**src/rtl/ram_clr_pkg.sv**
```systemverilog
// Shared definitions for the clearable RAM: sweep FSM state encoding and
// the default geometry used by top-level instantiations.
package ram_clr_pkg;

  typedef enum logic {
    RAM_ST_IDLE  = 1'b0,
    RAM_ST_CLEAR = 1'b1
  } ram_st_e;

  localparam int RAM_WIDTH_DEF     = 16;
  localparam int RAM_ADDR_BITS_DEF = 3;

endpackage

```
**src/rtl/ram_clr_seq.sv**
```systemverilog
// Clear-sweep sequencer: walks cnt through every address once after reset
// or a clear request, then parks in IDLE.
module ram_clr_seq
  import ram_clr_pkg::*;
#(
  parameter int ADDR_BITS = RAM_ADDR_BITS_DEF
) (
  input  logic                 clk,
  input  logic                 reset,
  input  logic                 clear,
  output logic                 busy,
  output logic                 clr_we,
  output logic [ADDR_BITS-1:0] clr_addr
);

  localparam logic [ADDR_BITS-1:0] LAST = '1;

  ram_st_e              state, state_nxt;
  logic [ADDR_BITS-1:0] cnt, cnt_nxt;

  always_ff @(posedge clk or posedge reset) begin
    if (reset) begin
      state <= RAM_ST_CLEAR;
      cnt   <= '0;
    end else begin
      state <= state_nxt;
      cnt   <= cnt_nxt;
    end
  end

  // cnt wraps to zero on its own after LAST, so the exit edge needs no reload
  always_comb begin
    state_nxt = state;
    cnt_nxt   = cnt;
    case (state)
      RAM_ST_CLEAR: begin
        cnt_nxt = cnt + 1'b1;
        if (cnt == LAST) state_nxt = RAM_ST_IDLE;
      end
      RAM_ST_IDLE: begin
        if (clear) begin
          state_nxt = RAM_ST_CLEAR;
          cnt_nxt   = '0;
        end
      end
    endcase
  end

  always_comb begin
    busy     = (state == RAM_ST_CLEAR);
    clr_we   = busy;
    clr_addr = cnt;
  end

endmodule

```
**src/rtl/ram_clr.sv**
```systemverilog
// Word-addressable RAM with a built-in zeroing sweep; user access is
// locked out while the sweep runs.
module ram_clr
  import ram_clr_pkg::*;
#(
  parameter int WIDTH     = RAM_WIDTH_DEF,
  parameter int ADDR_BITS = RAM_ADDR_BITS_DEF
) (
  input  logic                 clk,
  input  logic                 reset,
  input  logic [WIDTH-1:0]     in,
  input  logic                 load,
  input  logic [ADDR_BITS-1:0] address,
  input  logic                 clear,
  output logic [WIDTH-1:0]     out,
  output logic                 busy
);

  localparam int DEPTH = 2 ** ADDR_BITS;

  logic [WIDTH-1:0]     mem [DEPTH];
  logic                 clr_we;
  logic [ADDR_BITS-1:0] clr_addr;
  logic                 wr_en;
  logic [ADDR_BITS-1:0] wr_addr;
  logic [WIDTH-1:0]     wr_data;

  ram_clr_seq #(
    .ADDR_BITS (ADDR_BITS)
  ) u_seq (
    .clk      (clk),
    .reset    (reset),
    .clear    (clear),
    .busy     (busy),
    .clr_we   (clr_we),
    .clr_addr (clr_addr)
  );

  // Sweep owns the write port; a user write is dropped if clear arrives with it
  always_comb begin
    wr_en   = clr_we | (load & ~clear & ~busy);
    wr_addr = clr_we ? clr_addr : address;
    wr_data = clr_we ? '0 : in;
  end

  always_ff @(posedge clk) begin
    if (wr_en) mem[wr_addr] <= wr_data;
  end

  assign out = busy ? '0 : mem[address];

endmodule

```
**config.mk**
```make
export PLATFORM = sky130hd
export DESIGN_NAME = ram_clr
export DESIGN_NICKNAME = d
export VERILOG_FILES = /design/src/rtl/ram_clr_pkg.sv /design/src/rtl/ram_clr_seq.sv /design/src/rtl/ram_clr.sv
export SDC_FILE = /design/constraint.sdc
export NUM_CORES = 1
export LEC_CHECK = 0
export ABC_CLOCK_PERIOD_IN_PS = 4190
export BUFFER_PORTS_ARGS = -buffer_cell sky130_fd_sc_hd__buf_2
export CAP_MARGIN = 0
export CELL_PAD_IN_SITES_DETAIL_PLACEMENT = 0
export CELL_PAD_IN_SITES_GLOBAL_PLACEMENT = 1
export CORE_ASPECT_RATIO = 0.8
export CORE_MARGIN = 3
export CORE_UTILIZATION = 55
export DETAILED_ROUTE_END_ITERATION = 12
export GPL_ROUTABILITY_DRIVEN = 0
export GPL_TIMING_DRIVEN = 0
export PLACE_DENSITY = 0.83
export SETUP_SLACK_MARGIN = 0.3
export SLEW_MARGIN = 10
export SYNTH_ARGS = -nofsm -noshare
export SYNTH_HDL_FRONTEND = slang
export SYNTH_SLANG_ARGS = --single-unit
```
**constraint.sdc**
```tcl
create_clock -name clk -period 4.19 [get_ports clk]
set_input_delay 0 -clock clk [delete_from_list [all_inputs] [get_ports clk]]
set_output_delay 0 -clock clk [all_outputs]
set_load 0.01 [all_outputs]
```
==> impl_results.md <==
* Clock-pin slew on the worst setup and hold paths at around 0.050 ns
* DP Wirelength at approximately 7.1 mm
* P_leak at around 2.2 nW
* Clk_lat worst skew at 0.42 ns
* Top delay family on crit path: buffers and inverters
* Min Clock Period, post-route at between 2 and 2.5 ns
* Die area at approximately 11000 um2
* Top cell type by total area after synthesis: edfxtp_1
* Syn Area/Cell at 17.70 um2
* Placed Cells at 461
* Row cnt at 31
* Unrepaired setup endpoints after global routing: false
* Die width at 115.9 um
* Yosys warnings at 0
* Slowest CP cell: clkbuf_1
* Vias in the first global route at around 2900
* # port buffers at 38
* FILL cells at 628
* Area grow syn2layout at 18.75%
* Crit path required time at approximately 4.3 ns
* Multi-input logic area at roughly 1300 um2
* Tightest Pin Transition at ~0.7 ns
* Post-Syn Area at 5311 um2
* Largest net degree at the start of global routing at 17
* Via count at 2973
* Worst Path Arrival at ~2.6 ns
* Hold crit path type: input port to asynchronous set/reset pin
* Maximum VDD drop at 0.3428 mV
* Crit Path Class: flip-flop to flip-flop
* FF+latch count, synth at roughly 130
* Register area share after synthesis at 0.7428
* Syn_nets at between 300 and 400
* CTS tree: yes
* Via/cell ratio at 6.030
* Register area at 3945 um2
* Setup Buffers After CTS at 0
* CP bufs+invs at 3
* Diode count at 0
* CTS Buffer Depth at 2
* Initial core utilization at 0.5754
* Final Hold Vio Count at 0
* Reg-to-reg slack, setup at 1.70 ns
* Ordered cell list for the critical path: buf_2, clkbuf_1, a21oi_1, nor2_2, buf_8
* Area contributors post-synth: edfxtp_1, mux4_2, nor2b_1, mux2_2, a211oi_1
* Area of the core at about 9000 um2
* CTS Buf Count at 17
* GR Overflow Total at 0
* Layout cell share with drive strength beyond 1 at 0.3280
* Die Span Y at 93.90 um
* First-pass GRT wire length at 17.25 mm
* Final WL at 11.33 mm
* H-tree levels at 4
* Run status: complete, no violations
* Final Util at 0.6832
* R2R depth at 5
* DRT iter0 DRCs at 263
* Period utilization at 0.5934
* Antenna violations before repair at 0
* First-pass DRT Iterations at 4
* Slowest cell delay on critical path at around 0.57 ns
* Root Driver: clkbuf_16
* Number of gates resized after cts at 0
* Sink Count at between 100 and 150
* Worst hold slack at approximately 0.013 ns
* Top-level port count at 40
* CP Depth at 5
* Worst Path Max Fanout at 11
* WL/cell at around 23 um
* Syn Inst Count at 300
* Relative slew slack at 0.5293
* Slew Limit Fails at 0
* Final setup TNS at 0 ns
* Fin Clk Skew at 0.006301 ns
* Setup violators final at 0
* Final net count at approximately 400
* DRC at 0
* Yosys cell types at 32
* Final ANT Viol Nets at 0
* Max-cap violations at 0
* Number of hold buffers added after cts at 2
* Total track usage at 0.2285
* Cell Pwr Density at between 600 and 700 nW/um2
* CP Capture Type: flip-flop
* Yosys top cell area share at 0.7237
* FMAX at about 400 MHz
* Worst setup SP type: flip-flop
* Fin cells at approximately 490
## worst paths after layout
check,end,startpoint
worst max-delay path,mem[1][10],u_seq.busy
worst min-delay path,u_seq.clr_addr[0],reset
worst max register to register,mem[1][10],u_seq.busy
worst min register to register,u_seq.clr_addr[0],u_seq.clr_addr[0]
max in group asynchronous,u_seq.busy,reset
min in group clk,mem[4][10],in[10]
## per-layer routing
layer	GRT usage	routed length, um	up-vias
met3	0.06053	793	15
met5	0	0	-
li1	-	-	1339
met1	0.3117	4901	1506
met2	0.3496	5460	113
met4	0.09952	176	0
## per-stage QoR
step	total power [mW]	setup WS, ns	instance area [um2]
after detailed placement	2.983	1.721	5782
after global placement	2.825	0.9937	5645
final	4.243	1.704	6307
after floorplan	2.548	1.950	5311
after global routing	4.424	1.597	6307
after CTS	4.269	1.712	6307
## synthesized netlist by cell type, drive strengths merged
master and number:
o31ai 1, inv 4, nor3b 1, nor2 10
buf 15, mux2 16, o32a 1, dfrtp 3
a31oi 3, nor3 17, a211oi 16, nor2b 33
nor4bb 1, o22ai 16, a21o 1, edfxtp 128
clkbuf 4, nand2 4, mux4 16, and3b 1
o21ai 1, ha 2, a21oi 3, dfstp 1
nand2b 2
## area by class of cell
type,instances,share of cell area
clock inverter,9,0.01032
multi-input combinational,145,0.2010
timing repair buffer,48,0.05178
clock buffer,21,0.06983
inverter,4,0.002380
sequential,132,0.6255
tap,115,0.02281
buffer,19,0.01647
## power breakdown
group / total [mW] / internal [mW] / switching, mW
sequential: 2.02 / 1.93 / 0.0923
clock: 1.28 / 0.793 / 0.489
combinational: 0.940 / 0.334 / 0.606
## cell families (layout without fill, tap and decap cells)
| group | count (synthesis) | after routing | share of synthesized area |
|---|---|---|---|
| compound gates | 42 | 42 | 0.05465 |
| fa+ha+maj | 2 | 2 | 0.004711 |
| buf+inv | 23 | 101 | 0.02238 |
| flops | 132 | 132 | 0.7428 |
| mux | 32 | 32 | 0.1025 |
| simple gates | 69 | 69 | 0.07303 |
## sequential cells by signal, summed over array words and instances (netlist names)
register and count:
mem 128, u_seq.busy 1, u_seq.clr_addr 3
## worst register-to-register path, cell delays in order (launching register included)
cell	delay, ns
dfstp_2	0.56
buf_2	0.21
clkbuf_1	0.57
a21oi_1	0.23
nor2_2	0.39
buf_8	0.22
## placed cells by master (no fill, tap or decap), types with 2 or more instances in the layout
cell	n
buf_8	7
buf_1	2
nor3_1	16
a21oi_1	3
mux2_2	16
o22ai_1	15
nor2_1	2
buf_6	3
nand2_1	4
dlygate4sd3_1	2
edfxtp_1	128
mux4_2	15
a31oi_1	3
buf_2	48
clkbuf_1	7
nand2b_1	2
clkinv_2	4
dfrtp_1	3
a211oi_1	16
ha_1	2
nor2b_1	33
clkbuf_16	17
nor2_2	8
inv_1	4
clkinv_1	4
Power figures use the tool's default switching activity.
